===== src/rtl/censor_pkg.sv =====
// Shared constants and FSM state encoding for the censor UART output stage.
package censor_pkg;

  localparam int CHAR_W          = 8;
  localparam int UART_FRAME_BITS = 10;

  typedef enum logic [1:0] {
    IDLE  = 2'd0,
    START = 2'd1,
    DATA  = 2'd2,
    STOP  = 2'd3
  } tx_state_t;

endpackage


===== src/rtl/censor_sync_fifo.sv =====
// Single-clock FIFO with first-word-fall-through head; a push into a full FIFO
// is accepted only when a pop frees the slot on the same edge.
module censor_sync_fifo #(
  parameter  int WIDTH  = 8,
  parameter  int DEPTH  = 16,
  localparam int ADDR_W = $clog2(DEPTH)
) (
  input  logic              clock,
  input  logic              reset,
  input  logic              push,
  input  logic              pop,
  input  logic [WIDTH-1:0]  din,
  output logic [WIDTH-1:0]  dout,
  output logic              full,
  output logic              empty,
  output logic [ADDR_W:0]   level
);

  localparam logic [ADDR_W:0] FULL_LVL = (ADDR_W+1)'(DEPTH);
  localparam logic [ADDR_W:0] ZERO_LVL = {(ADDR_W+1){1'b0}};

  logic [WIDTH-1:0]  mem_r [DEPTH];
  logic [ADDR_W-1:0] wr_ptr_r;
  logic [ADDR_W-1:0] rd_ptr_r;
  logic [ADDR_W:0]   level_r;
  logic              push_ok_s;
  logic              pop_ok_s;

  assign full      = (level_r == FULL_LVL);
  assign empty     = (level_r == ZERO_LVL);
  assign level     = level_r;
  assign dout      = mem_r[rd_ptr_r];
  assign pop_ok_s  = pop && !empty;
  assign push_ok_s = push && (!full || pop_ok_s);

  // Storage array; data needs no reset because level gates visibility.
  always_ff @(posedge clock) begin
    if (push_ok_s) begin
      mem_r[wr_ptr_r] <= din;
    end
  end

  // Pointers wrap naturally since DEPTH is a power of two.
  always_ff @(posedge clock or posedge reset) begin
    if (reset) begin
      wr_ptr_r <= {ADDR_W{1'b0}};
      rd_ptr_r <= {ADDR_W{1'b0}};
      level_r  <= ZERO_LVL;
    end else begin
      if (push_ok_s) begin
        wr_ptr_r <= wr_ptr_r + 1'b1;
      end
      if (pop_ok_s) begin
        rd_ptr_r <= rd_ptr_r + 1'b1;
      end
      case ({push_ok_s, pop_ok_s})
        2'b10:   level_r <= level_r + 1'b1;
        2'b01:   level_r <= level_r - 1'b1;
        default: level_r <= level_r;
      endcase
    end
  end

endmodule


===== src/rtl/censor_uart_tx.sv =====
// Buffers the censored character stream and serialises it as 8N1 UART frames,
// chaining frames back-to-back while characters remain queued.
module censor_uart_tx
  import censor_pkg::*;
#(
  parameter  int CLKS_PER_BIT = 16,
  parameter  int FIFO_DEPTH   = 16,
  localparam int ADDR_W       = $clog2(FIFO_DEPTH)
) (
  input  logic              clock,
  input  logic              reset,
  input  logic [7:0]        char_in,
  input  logic              data_ready,
  output logic              tx,
  output logic              busy,
  output logic [ADDR_W:0]   fifo_level,
  output logic              overflow
);

  localparam int BAUD_W = $clog2(CLKS_PER_BIT);
  localparam logic [BAUD_W-1:0] BAUD_LAST = BAUD_W'(CLKS_PER_BIT - 1);
  localparam logic [BAUD_W-1:0] BAUD_ZERO = {BAUD_W{1'b0}};
  localparam logic [2:0]        BIT_LAST  = 3'(CHAR_W - 1);

  localparam logic [1:0] S_IDLE  = IDLE;
  localparam logic [1:0] S_START = START;
  localparam logic [1:0] S_DATA  = DATA;
  localparam logic [1:0] S_STOP  = STOP;

  logic [1:0]        state_r,  state_n_s;
  logic [BAUD_W-1:0] baud_r,   baud_n_s;
  logic [2:0]        bit_r,    bit_n_s;
  logic [CHAR_W-1:0] shift_r,  shift_n_s;
  logic              tx_r,     tx_n_s;
  logic              busy_r,   busy_n_s;
  logic              overflow_r;
  logic              pop_s;
  logic              baud_done_s;
  logic              fifo_full_s;
  logic              fifo_empty_s;
  logic [CHAR_W-1:0] fifo_head_s;

  censor_sync_fifo #(
    .WIDTH (CHAR_W),
    .DEPTH (FIFO_DEPTH)
  ) u_fifo (
    .clock (clock),
    .reset (reset),
    .push  (data_ready),
    .pop   (pop_s),
    .din   (char_in),
    .dout  (fifo_head_s),
    .full  (fifo_full_s),
    .empty (fifo_empty_s),
    .level (fifo_level)
  );

  assign baud_done_s = (baud_r == BAUD_LAST);
  assign tx          = tx_r;
  assign busy        = busy_r;
  assign overflow    = overflow_r;

  // Frame sequencer; tx/busy next values are computed here so they register cleanly.
  always_comb begin
    state_n_s = state_r;
    baud_n_s  = baud_r;
    bit_n_s   = bit_r;
    shift_n_s = shift_r;
    tx_n_s    = tx_r;
    busy_n_s  = busy_r;
    pop_s     = 1'b0;
    case (state_r)
      S_IDLE: begin
        if (!fifo_empty_s) begin
          shift_n_s = fifo_head_s;
          pop_s     = 1'b1;
          state_n_s = S_START;
          baud_n_s  = BAUD_ZERO;
          tx_n_s    = 1'b0;
          busy_n_s  = 1'b1;
        end else begin
          tx_n_s    = 1'b1;
          busy_n_s  = 1'b0;
        end
      end
      S_START: begin
        if (baud_done_s) begin
          state_n_s = S_DATA;
          baud_n_s  = BAUD_ZERO;
          bit_n_s   = 3'd0;
          tx_n_s    = shift_r[0];
        end else begin
          baud_n_s  = baud_r + 1'b1;
        end
      end
      S_DATA: begin
        if (baud_done_s) begin
          baud_n_s = BAUD_ZERO;
          if (bit_r == BIT_LAST) begin
            state_n_s = S_STOP;
            tx_n_s    = 1'b1;
          end else begin
            bit_n_s   = bit_r + 1'b1;
            shift_n_s = shift_r >> 1;
            tx_n_s    = shift_r[1];
          end
        end else begin
          baud_n_s = baud_r + 1'b1;
        end
      end
      S_STOP: begin
        if (baud_done_s) begin
          baud_n_s = BAUD_ZERO;
          // Chain straight into the next start bit when more data is waiting.
          if (!fifo_empty_s) begin
            shift_n_s = fifo_head_s;
            pop_s     = 1'b1;
            state_n_s = S_START;
            tx_n_s    = 1'b0;
            busy_n_s  = 1'b1;
          end else begin
            state_n_s = S_IDLE;
            tx_n_s    = 1'b1;
            busy_n_s  = 1'b0;
          end
        end else begin
          baud_n_s = baud_r + 1'b1;
        end
      end
      default: begin
        state_n_s = S_IDLE;
        baud_n_s  = BAUD_ZERO;
        bit_n_s   = 3'd0;
        tx_n_s    = 1'b1;
        busy_n_s  = 1'b0;
      end
    endcase
  end

  // FSM and output registers.
  always_ff @(posedge clock or posedge reset) begin
    if (reset) begin
      state_r <= S_IDLE;
      baud_r  <= BAUD_ZERO;
      bit_r   <= 3'd0;
      shift_r <= {CHAR_W{1'b0}};
      tx_r    <= 1'b1;
      busy_r  <= 1'b0;
    end else begin
      state_r <= state_n_s;
      baud_r  <= baud_n_s;
      bit_r   <= bit_n_s;
      shift_r <= shift_n_s;
      tx_r    <= tx_n_s;
      busy_r  <= busy_n_s;
    end
  end

  // Sticky loss flag: a push hit a full FIFO with no pop to make room.
  always_ff @(posedge clock or posedge reset) begin
    if (reset) begin
      overflow_r <= 1'b0;
    end else if (data_ready && fifo_full_s && !pop_s) begin
      overflow_r <= 1'b1;
    end else begin
      overflow_r <= overflow_r;
    end
  end

endmodule

===== config.mk =====
export PLATFORM = sky130hd
export DESIGN_NAME = censor_uart_tx
export DESIGN_NICKNAME = d
export VERILOG_FILES = /design/src/rtl/censor_pkg.sv /design/src/rtl/censor_sync_fifo.sv /design/src/rtl/censor_uart_tx.sv
export SDC_FILE = /design/constraint.sdc
export NUM_CORES = 1
export LEC_CHECK = 0
export CELL_PAD_IN_SITES_DETAIL_PLACEMENT = 0
export CELL_PAD_IN_SITES_GLOBAL_PLACEMENT = 1
export CORE_ASPECT_RATIO = 0.75
export CORE_MARGIN = 10
export CORE_UTILIZATION = 48
export DETAILED_ROUTE_END_ITERATION = 12
export PLACE_DENSITY_LB_ADDON = 0.08
export SLEW_MARGIN = 40
export SYNTH_ARGS = -nofsm -noshare
export SYNTH_HDL_FRONTEND = slang
export SYNTH_SLANG_ARGS = --single-unit

===== constraint.sdc =====
create_clock -name clock -period 2.7 [get_ports clock]
set_input_delay 0.27 -clock clock [delete_from_list [all_inputs] [get_ports clock]]
set_output_delay 0.27 -clock clock [all_outputs]
set_load 0.02 [all_outputs]

Word-level counts from Yosys, hierarchy flattened
Memory sizes are Yosys's and may differ from the RTL's.
Index checks and enable logic that the tools add are counted.
{"block": "totals", "in_bits": 11, "output_inout_bits": 8, "register_bits": 33, "word_cells": 84, "ram_bits": 128, "memories": 1}
{"name": "u_fifo.mem_r", "depth": 16, "width": 8, "rd": 1, "rd_clocked_by_memory_dff": 0, "wr": 1, "line": "censor_sync_fifo.sv:22", "rtl": "logic [WIDTH-1:0] mem_r [DEPTH];"}
{"block": "op_classes", "reduce_logical": 20, "n_eq_ne": 14, "add_sub_neg": 6, "mux": 33}
{"operator": "$mux W8", "count": 4}
{"operator": "$pmux W8 S3", "count": 1}
{"operator": "$add A4 B1 Y4 const B", "count": 3}
{"operator": "$ne A2 B2 Y1 const B", "count": 6}
{"operator": "$mux W1", "count": 11}
{"operator": "$mux W2", "count": 5}
{"operator": "$pmux W5 S2", "count": 1}
{"operator": "$mux W3", "count": 3}
{"operator": "$mux W4", "count": 2}
{"operator": "$pmux W2 S4", "count": 1}
{"operator": "$pmux W4 S2", "count": 1}
{"operator": "$reduce_and A4 Y1", "count": 2}
{"operator": "$eq A2 B2 Y1 const B", "count": 3}
{"operator": "$pmux W3 S2", "count": 1}
{"operator": "$reduce_bool A2 Y1", "count": 3}
{"operator": "$add A5 B1 Y5 const B", "count": 1}
{"operator": "$eq A5 B5 Y1 const B", "count": 1}
{"operator": "$logic_not A5 Y1", "count": 1}
{"operator": "$reduce_and A5 Y1", "count": 1}
{"operator": "$sub A5 B1 Y5 const B", "count": 1}
{"operator": "$eq A2 B1 Y1 const B", "count": 2}
{"operator": "$eq A4 B4 Y1 const B", "count": 1}
{"operator": "$logic_and A1 B1 Y1", "count": 4}
{"operator": "$pmux W1 S2", "count": 2}
{"operator": "other kinds (10)", "count": 12}

Longest topological paths before layout
{"block": "depth", "ltp_word": 9, "depth_mapped": 16, "depth_no_buf": 14}

Cells and area by module
From an unflattened synthesis, not the netlist that was laid out.
{"block": "unflattened", "cells_unflattened": 408, "hier_area_um2": 6946.7}
{"mod": "censor_sync_fifo", "cells_per_inst": 298, "instances": 1, "area_per_inst_um2": 5754.3, "seq_area_each_um2": 4169.0}
{"mod": "censor_uart_tx", "cells_per_inst": 110, "instances": 1, "area_per_inst_um2": 1192.4, "seq_area_each_um2": 501.7}

Least setup slack after synthesis
OpenSTA, ideal clock, no wires.
{"block": "synth_path", "kind": "register to register", "start": "register state_r[0]", "end": "register u_fifo.level_r[4] (netlist: u_fifo.level[4])", "path_slack_ns": -0.258, "setup_ns": 0.136, "required_time_ns": 2.564, "path_stages_with_launch": 17, "arrival_time_ns": 2.823, "period_less_slack_ns": 2.958, "n_path_buf": 3, "path_cell_list": "dfrtp_1 > inv_1 > ha_1 > clkbuf_1 > o211ai_1 > and2_1 > buf_2 > inv_2 > ha_1 > clkbuf_1 > xor2_1 > ha_1 > nor2b_1 > a21oi_1 > o22ai_1 > a22oi_1 > xnor2_1"}
{"block": "synth_between", "elab_chain_len": 7, "elab_cells_between_ends": 10, "classes_between": "eq/ne: 3; mux: 2; reduce/logical: 5"}
{"element": "start, declared", "line": "censor_uart_tx.sv:30", "rtl": "logic [1:0] state_r, state_n_s;"}
{"element": "start signal, assigned", "line": "censor_uart_tx.sv:150", "rtl": "state_r <= state_n_s;"}
{"element": "$eq A2 B2 Y1 / $logic_not A2 Y1 (equally long branches)", "line": "censor_uart_tx.sv:72", "rtl": "case (state_r)"}
{"element": "$pmux W1 S2 *", "line": "censor_uart_tx.sv:72"}
{"element": "$logic_and A1 B1 Y1 *", "line": "censor_sync_fifo.sv:33", "rtl": "assign pop_ok_s = pop && !empty;"}
{"element": "$logic_or A1 B1 Y1", "line": "censor_sync_fifo.sv:34", "rtl": "assign push_ok_s = push && (!full || pop_ok_s);"}
{"element": "$logic_and A1 B1 Y1", "line": "censor_sync_fifo.sv:34"}
{"element": "$eq A2 B1 Y1 / $eq A2 B2 Y1 (equally long branches)", "line": "censor_sync_fifo.sv:56", "rtl": "case ({push_ok_s, pop_ok_s})"}
{"element": "$pmux W5 S2 / $reduce_bool A2 Y1 (equally long branches)"}
{"element": "end signal, assigned", "line": "censor_sync_fifo.sv:57", "rtl": "2'b10: level_r <= level_r + 1'b1;"}
{"element": "end signal, assigned", "line": "censor_sync_fifo.sv:58", "rtl": "2'b01: level_r <= level_r - 1'b1;"}
{"element": "end signal, assigned", "line": "censor_sync_fifo.sv:59", "rtl": "default: level_r <= level_r;"}
{"element": "end, declared", "line": "censor_sync_fifo.sv:25", "rtl": "logic [ADDR_W:0] level_r;"}
Mark *: on every way between the ends. The rest lies on a longest branch, timed or not.
A chain may end at the register's enable or synchronous reset.

Worst setup path after layout
{"block": "layout_path", "start": "register state_r[1]", "end": "register u_fifo.level_r[4] (netlist: u_fifo.level[4])"}
The elaborated chain is that of the path after synthesis.

==> results_dict.tcl <==
set metrics [dict create \
    status "finished clean" \
    grt_usage 0.149 \
    grt_pass1_wl_mm 21.6 \
    slowest_delay_ns 0.41 \
    cts_tree "yes" \
    drt-vias-per-instance 5.65 \
    critPathBufInv 1 \
    cpMostUsedCell "ha_2" \
    path_delay_family "compound AO/OA/AOI/OAI gates" \
    ant_nets 0 \
    core_area_mm2 0.0139 \
    worst_path_max_delay_cell "dfrtp_1" \
    multi_input_comb_area_mm2 0.00204 \
    max_freq_ghz 0.397 \
    synthAdderAreaFrac 0.0291 \
    synth_cell_types 54 \
    cts_hold_buf 0 \
    clk_path_buf_depth 2 \
    grt_max_degree 36 \
    yosys.area_share.simple 0.0608 \
    worst-r2r-setup-slack_ns 0.18 \
    final_nets 492 \
    drc 0 \
    hold_violations 0 \
    start_util 0.496 \
    synthToLayoutAreaGrowth_pct 17.1 \
    antenna_found_initial 0 \
    die_y_um 124 \
    max-cap-violations 0 \
    finalCriticalPeriod_ns 2.52 \
    grt_busiest_layer "met1" \
    synthXorXnorAreaFrac 0.0153 \
    critPathCaptureType "register" \
    cts.sinks 161 \
    gp_congestion 0.756 \
    hp-class "in -> async" \
    power_density_mw_per_mm2 1120 \
    first_global_vias 3705 \
    final_cell_mix "edfxtp_1, buf_4, a21oi_1" \
    ys_seq_area_frac 0.678 \
    timing.slew.headroom 0.482 \
    syn_area_per_cell_um2 16.8 \
    synth_compound_area_frac 0.0703 \
    syn_nets 437 \
    clock_latency_ns 0.43 \
    hpwl_mm 9.23 \
    grt.met1_usage 0.225 \
    wire_per_inst_um 21.4 \
    synth_mux_area_frac 0.114 \
    drtPass1Iterations 5 \
    yosysWarningCount 0 \
    first_iter_violations 336 \
    yosys_most_used_dff "edfxtp_1" \
    peakVddDrop_mv 0.492 \
    finalSetupViolCount 0 \
    drv_slew 0 \
    grt_use_met3 0.0331 \
    cp-start-kind "register" \
    seqCellArea_mm2 0.00468 \
    crit_chain "ha_2, a41oi_2, o211ai_1, and2_1, inv_2, ha_2, xor2_1, ha_2, nor2b_4, a21oi_1, o22ai_1, a22oi_1, xnor2_1" \
    critical_path_class "reg -> reg" \
    dpl-instance-area_mm2 0.00744 \
    vias 3687 \
    nFillCells 1047 \
    netlist_instances 410 \
    final_common_cell "edfxtp_1" \
    dieArea_mm2 0.0196 \
    cts-root-buf "clkbuf_16" \
    cts_made_buffers 17 \
    fin_worst_skew_ns 0.0130 \
    rows 37 \
    synthArstFlopShare 0.205 \
    cp.arrival_ns 2.82 \
    clk_pin_slew_ns 0.08 \
    synth_seq_cells 161 \
    layout-drive-gt1-share 0.257 \
    fin_area_mm2 0.00807 \
    period_share 0.932 \
    routed_wl_mm 13.9 \
    n_antenna_cell 0 \
    syn_area_mm2 0.00689 \
    ios 19 \
    critPathMaxFanout 5 \
    portBuffers 18 \
    worstPathRequired_ns 3.00 \
    p_leak_uw 0.00287 \
    synth_top_family_by_area "multiplexers" \
    grt.overflow.total 0 \
    met2_usage 0.213 \
    synth_edf_count 128 \
    tightest_slew_ns 0.775 \
    setup_tns_ns 0 \
    cts_htree_levels 4 \
    die-width_um 158 \
]
==> registers in the layout, summed over array words and instances (netlist names) <==
name / cells
u_fifo.mem_r: 128
shift_r: 8
u_fifo.level: 5
baud_r: 4
u_fifo.rd_ptr_r: 4
u_fifo.wr_ptr_r: 4
bit_r: 3
state_r: 2
busy: 1
overflow: 1
tx: 1
==> cell type report <==
type	count	area share
inverters	11	0.00512
clock inverters	15	0.0194
clock buffers	17	0.0527
well taps	175	0.0271
repair buffers	58	0.0627
multi-input cells	216	0.253
flip-flops and latches	161	0.580
==> final timing paths <==
check                           start               to  cells after the start
max                        state_r[1]  u_fifo.level[4]                     13
min                             reset        baud_r[2]                      2
max reg2reg                state_r[1]  u_fifo.level[4]                     13
min reg2reg                        tx               tx                      2
max in group asynchronous       reset       state_r[0]                      3
min in group clock         data_ready         overflow                      3
==> synth_stat cells, drive strengths merged, types with 8 or more instances <==
master | number | area share
edfxtp | 128 | 0.56
a21oi | 32 | 0.023
nand2 | 19 | 0.010
a22oi | 17 | 0.019
mux4 | 32 | 0.11
buf | 13 | 0.016
inv | 11 | 0.0060
clkbuf | 8 | 0.0078
o21ai | 14 | 0.010
nor2 | 18 | 0.011
dfrtp | 32 | 0.12
ha | 16 | 0.029
and2 | 11 | 0.010
==> timing repair <==
| item | CTS | global route |
|---|---|---|
| endpoints found under the setup margin | 0 | 2 |
| resized for setup | 0 | 2 |
| setup buffers | 0 | 4 |
==> where the power goes <==
group | switching, uW | internal (uW) | total [uW]
registers | 303 | 3130 | 3430
logic | 1730 | 1550 | 3280
clock network | 1100 | 1240 | 2350
==> routing by layer <==
| metal | up-vias | routed length [um] |
|---|---|---|
| li1 | 1717 | - |
| met3 | 13 | 639 |
| met1 | 1863 | 6940 |
| met5 | - | 0 |
| met4 | 0 | 144 |
| met2 | 94 | 6220 |
==> cells by family after synthesis <==
| kind of cell | after synthesis |
|---|---|
| compound gates | 77 |
| xor+xnor | 12 |
| fa+ha+maj | 16 |
| buf+inv | 33 |
| flops | 161 |
| mux | 35 |
| simple gates | 76 |
==> worst reg2reg max path: cells and delay by family (launching register included) <==
family / cells / cell delay, ns
AOI/OAI and AO/OA: 5 / 0.76
adders and majority gates: 3 / 0.63
DFF: 1 / 0.41
and+or+nand+nor: 2 / 0.33
xor gates and xnor gates: 2 / 0.24
buffers and inverters: 1 / 0.05
==> per-stage QoR <==
step                      std cells  power [uW]  hold slack, ns   util  worst slack, ns
after floorplan                 410        5880           0.369      -          -0.0121
after global placement          617        6680           0.469  0.536            0.142
after detailed placement        617        6740           0.477  0.536           0.0906
after CTS                       649        9100           0.187  0.578           0.0609
after global routing            653        9610           0.214  0.581          -0.0147
final                           653        9060           0.179  0.581            0.183
No activity file was read; power rests on OpenSTA's default activity.
